$ cat config.mk
export PLATFORM = sky130hd
export DESIGN_NAME = codificador_pt2262
export DESIGN_NICKNAME = d
export VERILOG_FILES = /design/src/rtl/pt2262_pkg.sv /design/src/rtl/pt2262_tick_gen.sv /design/src/rtl/codificador_pt2262.sv
export SDC_FILE = /design/constraint.sdc
export NUM_CORES = 1
export LEC_CHECK = 0
export ABC_CLOCK_PERIOD_IN_PS = 2600
export CORE_ASPECT_RATIO = 1.75
export CORE_UTILIZATION = 50
export DETAILED_ROUTE_END_ITERATION = 10
export PLACE_DENSITY_LB_ADDON = 0.1
export SYNTH_ARGS = -nofsm -noshare
export SYNTH_HDL_FRONTEND = slang
export SYNTH_HIERARCHICAL = 1
export SYNTH_SLANG_ARGS = --single-unit
$ cat constraint.sdc
create_clock -name clk -period 2.6 [get_ports clk]
set_clock_uncertainty 0.1 [all_clocks]
set_input_delay 0.52 -clock clk [delete_from_list [all_inputs] [get_ports clk]]
set_output_delay 0.52 -clock clk [all_outputs]
set_load 0.005 [all_outputs]
$ cat src/rtl/pt2262_pkg.sv
// Shared PT2262/PT2272 definitions: symbol codes, alpha-unit timing constants
// and the symbol-to-pulse-width mapping used by both encoder and decoder.
package pt2262_pkg;

  typedef enum logic [1:0] {
    SYM_0    = 2'b00,
    SYM_SYNC = 2'b01,
    SYM_F    = 2'b10,
    SYM_1    = 2'b11
  } symbol_t;

  typedef enum logic [1:0] {
    ST_IDLE,
    ST_LOAD,
    ST_SYM,
    ST_SYNC
  } enc_state_t;

  localparam int ALPHA_SHORT   = 4;
  localparam int ALPHA_LONG    = 12;
  localparam int SUBCELL_ALPHA = 16;
  localparam int SYNC_ALPHA    = 128;
  localparam int N_SYMBOLS     = 13;

  // High widths (in alpha) of the two sub-cells of a symbol.
  typedef struct packed {
    logic [3:0] h1;
    logic [3:0] h2;
  } high_widths_t;

  function automatic high_widths_t symbol_highs(input symbol_t sym);
    high_widths_t w;
    unique case (sym)
      SYM_0:    w = '{h1: 4'(ALPHA_SHORT), h2: 4'(ALPHA_SHORT)};
      SYM_1:    w = '{h1: 4'(ALPHA_LONG),  h2: 4'(ALPHA_LONG)};
      SYM_F:    w = '{h1: 4'(ALPHA_SHORT), h2: 4'(ALPHA_LONG)};
      SYM_SYNC: w = '{h1: 4'(ALPHA_SHORT), h2: 4'd0};
      default:  w = '{h1: 4'(ALPHA_SHORT), h2: 4'(ALPHA_SHORT)};
    endcase
    return w;
  endfunction

  // Trinary pin decode; the undefined code 01 is sent as floating.
  function automatic symbol_t pin_to_symbol(input logic [1:0] pin);
    symbol_t sym;
    unique case (pin)
      2'b00:   sym = SYM_0;
      2'b11:   sym = SYM_1;
      default: sym = SYM_F;
    endcase
    return sym;
  endfunction

endpackage

$ cat src/rtl/pt2262_tick_gen.sv
// Alpha-tick prescaler: counts 0..CLK_DIV-1 and flags the terminal count.
// Held at zero (no tick) while hold is high, so the first alpha is full length.
module pt2262_tick_gen #(
  parameter int CLK_DIV = 250
) (
  input  logic clk,
  input  logic clear,
  input  logic hold,
  output logic tick
);

  localparam int CW = (CLK_DIV > 1) ? $clog2(CLK_DIV) : 1;

  logic [CW-1:0] count;

  assign tick = !hold && (count == CW'(CLK_DIV - 1));

  // NOTE: sequential state is always written with <= so every register samples
  // the pre-edge values of its neighbours, independent of block ordering.
  always_ff @(posedge clk) begin
    if (clear || hold) begin
      count <= '0;
    end else if (tick) begin
      count <= '0;
    end else begin
      count <= count + 1'b1;
    end
  end

endmodule

$ cat src/rtl/codificador_pt2262.sv
// PT2262-compatible encoder: 8 trinary address pins + 4 data bits + sync per word.
// Define PT2262_MIN_WORDS_EN to force at least MIN_WORDS words per transmission.
module codificador_pt2262
  import pt2262_pkg::*;
#(
  parameter int CLK_DIV   = 250,
  parameter int MIN_WORDS = 4
) (
  input  logic        clk,
  input  logic        reset,
  input  logic [15:0] A,
  input  logic [3:0]  D,
  input  logic        send,
  output logic        cod_o,
  output logic        busy,
  output logic        word_done
);

`ifdef PT2262_MIN_WORDS_EN
  localparam bit MIN_WORDS_ON = 1'b1;
`else
  localparam bit MIN_WORDS_ON = 1'b0;
`endif
  localparam logic [3:0] MIN_W = 4'(MIN_WORDS);

  enc_state_t   state_q, state_d;
  logic [25:0]  sym_reg;
  logic [25:0]  load_word;
  logic [6:0]   alpha_q;
  logic         sub_q;
  logic [3:0]   idx_q;
  logic [3:0]   word_count_q;
  logic [3:0]   word_count_next;
  logic         tick;
  logic         alpha_last_sub;
  logic         sym_end;
  logic         sync_end;
  logic         cont;
  symbol_t      cur_sym;
  high_widths_t cur_w;
  logic [3:0]   cur_h;

  pt2262_tick_gen #(
    .CLK_DIV(CLK_DIV)
  ) u_tick_gen (
    .clk  (clk),
    .clear(reset),
    .hold (state_q == ST_IDLE),
    .tick (tick)
  );

  // Word image: pins 0..7, then D[0]..D[3], then the sync code at the top.
  always_comb begin
    load_word = '0;
    for (int k = 0; k < 8; k++) begin
      load_word[2*k +: 2] = pin_to_symbol(A[2*k +: 2]);
    end
    for (int j = 0; j < 4; j++) begin
      load_word[16 + 2*j +: 2] = D[j] ? SYM_1 : SYM_0;
    end
    load_word[25:24] = SYM_SYNC;
  end

  assign cur_sym = symbol_t'(sym_reg[{idx_q, 1'b0} +: 2]);
  assign cur_w   = symbol_highs(cur_sym);
  assign cur_h   = sub_q ? cur_w.h2 : cur_w.h1;

  assign alpha_last_sub  = (alpha_q == 7'(SUBCELL_ALPHA - 1));
  assign sym_end         = (state_q == ST_SYM) && tick && alpha_last_sub && sub_q;
  assign sync_end        = (state_q == ST_SYNC) && tick && (alpha_q == 7'(SYNC_ALPHA - 1));
  assign word_count_next = (word_count_q == 4'd15) ? 4'd15 : word_count_q + 4'd1;
  assign cont            = send || (MIN_WORDS_ON && (word_count_next < MIN_W));

  always_ff @(posedge clk) begin
    if (reset) begin
      state_q <= ST_IDLE;
    end else begin
      state_q <= state_d;
    end
  end

  // NOTE: every output of this block gets a default first, so no path through
  // the case statement can leave a value unassigned and infer a latch.
  always_comb begin
    state_d   = state_q;
    cod_o     = 1'b0;
    busy      = 1'b1;
    word_done = 1'b0;
    unique case (state_q)
      ST_IDLE: begin
        busy = 1'b0;
        if (send) state_d = ST_LOAD;
      end
      ST_LOAD: begin
        cod_o   = 1'b1;
        state_d = ST_SYM;
      end
      ST_SYM: begin
        cod_o = (alpha_q < {3'b000, cur_h});
        if (sym_end && (idx_q == 4'(N_SYMBOLS - 2))) state_d = ST_SYNC;
      end
      ST_SYNC: begin
        cod_o = (alpha_q < {3'b000, cur_w.h1});
        if (sync_end) begin
          word_done = 1'b1;
          state_d   = cont ? ST_LOAD : ST_IDLE;
        end
      end
      default: begin
        busy    = 1'b0;
        state_d = ST_IDLE;
      end
    endcase
  end

  always_ff @(posedge clk) begin
    if (reset) begin
      sym_reg      <= '0;
      alpha_q      <= '0;
      sub_q        <= 1'b0;
      idx_q        <= '0;
      word_count_q <= '0;
    end else begin
      unique case (state_q)
        ST_IDLE: begin
          alpha_q      <= '0;
          sub_q        <= 1'b0;
          idx_q        <= '0;
          word_count_q <= '0;
        end
        ST_LOAD: begin
          sym_reg <= load_word;
          // The LOAD clk is the first clk of alpha 0.
          alpha_q <= {6'd0, tick};
          sub_q   <= 1'b0;
          idx_q   <= '0;
        end
        ST_SYM: begin
          if (tick) begin
            if (alpha_last_sub) begin
              alpha_q <= '0;
              sub_q   <= ~sub_q;
              if (sub_q) idx_q <= idx_q + 4'd1;
            end else begin
              alpha_q <= alpha_q + 7'd1;
            end
          end
        end
        ST_SYNC: begin
          if (tick) alpha_q <= alpha_q + 7'd1;
          if (sync_end) word_count_q <= word_count_next;
        end
        default: begin
          alpha_q <= '0;
        end
      endcase
    end
  end

endmodule

==> metrics.md <==
| Metric | Value |
|---|---|
| Hold Startpoint | sym_reg[4] |
| Max-cap violations | 0 |
| Pleak | 1.03 nW |
| CP Class | reg -> out |
| Final #Nets | 329 |
| Vias in the first global route | 1886 |
| Num Clock Sinks | 43 |
| Critical Path Fanout Max | 6 |
| Syn Inst Count | 252 |
| R2R cell count | 9 |
| Detailed Route WL | 4820 um |
| DRT iter0 DRCs | 24 |
| Reg2reg start | state_q[0] |
| WP buf/inv | 2 |
| Sequential share of power | 41.0% |
| Top FF cell, synth | dfxtp_1 |
| Mapped Area | 0.00227 mm2 |
| Int Pwr | 0.00133 W |
| Yosys warns | 6 |
| CTS tree | done |
| Final Hold Vio Count | 0 |
| Die area | 0.00482 mm2 |
| Post-Route Setup TNS | -551 ps |
| Clock Tree Buf Depth | 2 |
| Initial antenna violation count | 0 |
| # diodes | 0 |
| Post-synth EDFFs | 0 |
| Post-synth top area share | 37.9% |
| Type of the most critical hold path | reg -> reg |
| Congestion Overflow GR | 0 |
| Syn Area/Cell | 9.01 um2 |
| Area grow syn2layout | 23.1% |
| RSZ-0062 raised after global routing | yes |
| Via count | 1918 |
| Post-DP HPWL | 3640 um |
| Switching portion of total power | 34.2% |
| Power Density | 724 mW/mm2 |
| Drt wl/cell | 13.8 um |
| R2R setup slack | 340 ps |
| Ys async rst share | 0% |
| FMAX | 317 MHz |
| Status | finished with violations |
| Yosys cell types | 50 |
| Least-Margin Pin Slew | 409 ps |
| Register area share after synthesis | 37.9% |
| # H-tree levels | 2 |
| Main area contributors after synthesis | dfxtp_1, nor2_1, ha_1, nand3_1, a21oi_1 |
| Worst EP arrival | 2530 ps |
| Total nets after synthesis | 285 |
| CP startpoint kind | flop |
| Final setup vio count | 1 |
| Final worst setup slack | -551 ps |
| P_sw | 0.000692 W |
| Chip height | 91.1 um |
| DRT Pass-1 Iters | 6 |
| Worst vdd ir | 0.000650 V |
| Failing checks | negative setup slack |
| Yosys top cell by area | dfxtp_1 |
| Post-CTS Setup Inserts | 0 |
| Crit. End Element | output pin |
| Fill cell count | 388 |
| Largest register FFs | 21 |
| Antenna-violating nets left | 0 |
| Fin. max-slew vios | 0 |
| Most numerous cell in the Yosys netlist | dfxtp_1 |
| Synth Register Bits | 43 |
| Die width | 52.9 um |
| Hold_buf cts | 0 |
| Final Core Density | 64.0% |
| CP top delay family | compound AO/OA/AOI/OAI gates |
| Hold Path Depth | 2 |
| CTS root buffer | clkbuf_8 |
| Clk slew on worst S/H paths | 80 ps |
| Clock network fraction of total power | 20.4% |
| Slowest CP cell | dfxtp_4 |
| Num ports | 26 |
| Period Utilization, post-route | 121% |
| Required @ worst endpoint | 1980 ps |
| Comb power frac | 38.6% |
| Vias/cell | 5.51 |
| Critical path cell sequence | buf_6, and2b_2, a221o_1, a21oi_2, o21ai_1, ha_1, or3_1, a21oi_1, a221o_1, buf_2 |
| Critical Path Most Common Cell | a221o_1 |
| # rows | 32 |
| Port bufs | 25 |
| Pin count of the biggest net entering global routing | 39 |
| Share of layout cells above drive strength 1 | 19.9% |
| First-pass GRT wire length | 8220 um |
| Most frequent cells after synthesis | dfxtp_1, nor2_1, nand3_1, a21oi_1, nand2_1 |
| Worst skew pair latency | 290 ps |
| Min Tclk post-route | 3150 ps |
| Hold Path Sink | sym_reg[4] |
| Total GRT Usage | 23.0% |
| Reg-to-Reg End | state_q[0] |
| Max_slew headroom | 72.7% |
| Final GP Congestion | 0.813 |
| Starting Density | 52.0% |
| CTS buffer count | 5 |
| Crit-path max cell delay | 360 ps |
| Core area | 0.00436 mm2 |
| DR DRC count | 0 |
[power groups by stage]
| stage | clock network [W] | logic, W | registers, W |
|---|---|---|---|
| 5_1_grt | 0.000452 | 0.000872 | 0.000843 |
| 2_1_floorplan | 0 | 0.000513 | 0.000820 |
| 3_5_place_dp | 0 | 0.000780 | 0.000844 |
| 6_report | 0.000413 | 0.000779 | 0.000830 |
| 4_1_cts | 0.000423 | 0.000781 | 0.000831 |
| 3_3_place_gp | 0 | 0.000772 | 0.000842 |
[cell usage in the layout (no fill, tap or decap), types with 2 or more instances in the layout]
cell type / synthesis / routed
nor2_2: 3 / 4
a221o_1: 2 / 2
a211oi_1: 9 / 9
mux2i_1: 7 / 7
nor2_1: 35 / 34
mux2_2: 4 / 4
a21oi_1: 18 / 17
xor2_1: 5 / 5
nand4_1: 2 / 2
clkbuf_8: 1 / 5
nand2b_1: 8 / 8
buf_4: 0 / 23
inv_1: 10 / 10
o21ai_0: 6 / 5
nand2_1: 13 / 13
ha_1: 10 / 10
or3_1: 3 / 3
a211o_1: 3 / 3
mux4_2: 2 / 3
dfxtp_4: 0 / 2
xnor2_1: 4 / 4
nand3_1: 19 / 19
nor4_1: 2 / 2
clkbuf_1: 9 / 2
a21oi_2: 2 / 3
dfxtp_1: 43 / 41
clkdlybuf4s50_1: 0 / 23
and3_2: 3 / 2
o21bai_1: 2 / 2
[worst reg2reg max path: stages, from the launching register on]
cell	delay, ps
dfxtp_1	340
inv_1	60
ha_1	220
nor3b_2	210
and3_4	220
buf_4	130
a41o_1	260
o2111ai_1	220
a211o_1	320
a21oi_1	110
[worst max-delay path by stage]
stage | endpoint | startpoint | cells after the start | slack [ps]
2_1_floorplan | cod_o | idx_q[1] | 9 | -110
6_report | cod_o | idx_q[1] | 10 | -550
5_1_grt | cod_o | idx_q[1] | 10 | -690
3_5_place_dp | cod_o | idx_q[0] | 9 | -730
3_3_place_gp | cod_o | idx_q[0] | 9 | -700
4_1_cts | cod_o | idx_q[1] | 10 | -550
[cell families (layout without fill, tap and decap cells)]
group           after synthesis  in the layout  synth area share, %
simple gates                102            102                 22.9
compound gates               51             51                 16.1
flops                        43             43                 37.9
buf+inv                      22             67                 4.74
mux                          15             15                 9.37
fa+ha+maj                    10             10                 5.51
xor+xnor                      9              9                 3.47
[final cells by class]
class / count / area (um2) / area share [%]
clock buffers: 7 / 76.3 / 2.73
multi-input cells: 187 / 1320 / 47.2
clock inverters: 1 / 5.00 / 0.179
repair buffers: 49 / 424 / 15.2
well taps: 51 / 63.8 / 2.28
flip-flops and latches: 43 / 868 / 31.1
inverters: 10 / 37.5 / 1.34
[repair_timing]
item,CTS,global route
setup endpoints to repair,2,2
pin swaps,3,3
resized for setup,12,3
[stage by stage]
| stage | cell area [um2] | cells | total power [W] | hold WS, ps | setup slack (ps) |
|---|---|---|---|---|---|
| floorplan | 2270 | 252 | 0.00133 | 329 | -109 |
| global placement | 2690 | 340 | 0.00161 | 345 | -697 |
| detailed placement | 2690 | 340 | 0.00162 | 352 | -733 |
| CTS | 2790 | 348 | 0.00204 | 372 | -550 |
| global route | 2790 | 348 | 0.00217 | 401 | -694 |
| finish | 2790 | 348 | 0.00202 | 370 | -551 |
[layer usage]
metal,track usage [%],vias up,part of all wire (%)
met5,0,-,0
met3,4.86,8,2.3
met4,8.99,0,1.6
met1,24.2,892,41
met2,41.7,32,55
li1,-,986,-
Note: power is estimated with default switching activity, not from simulation.
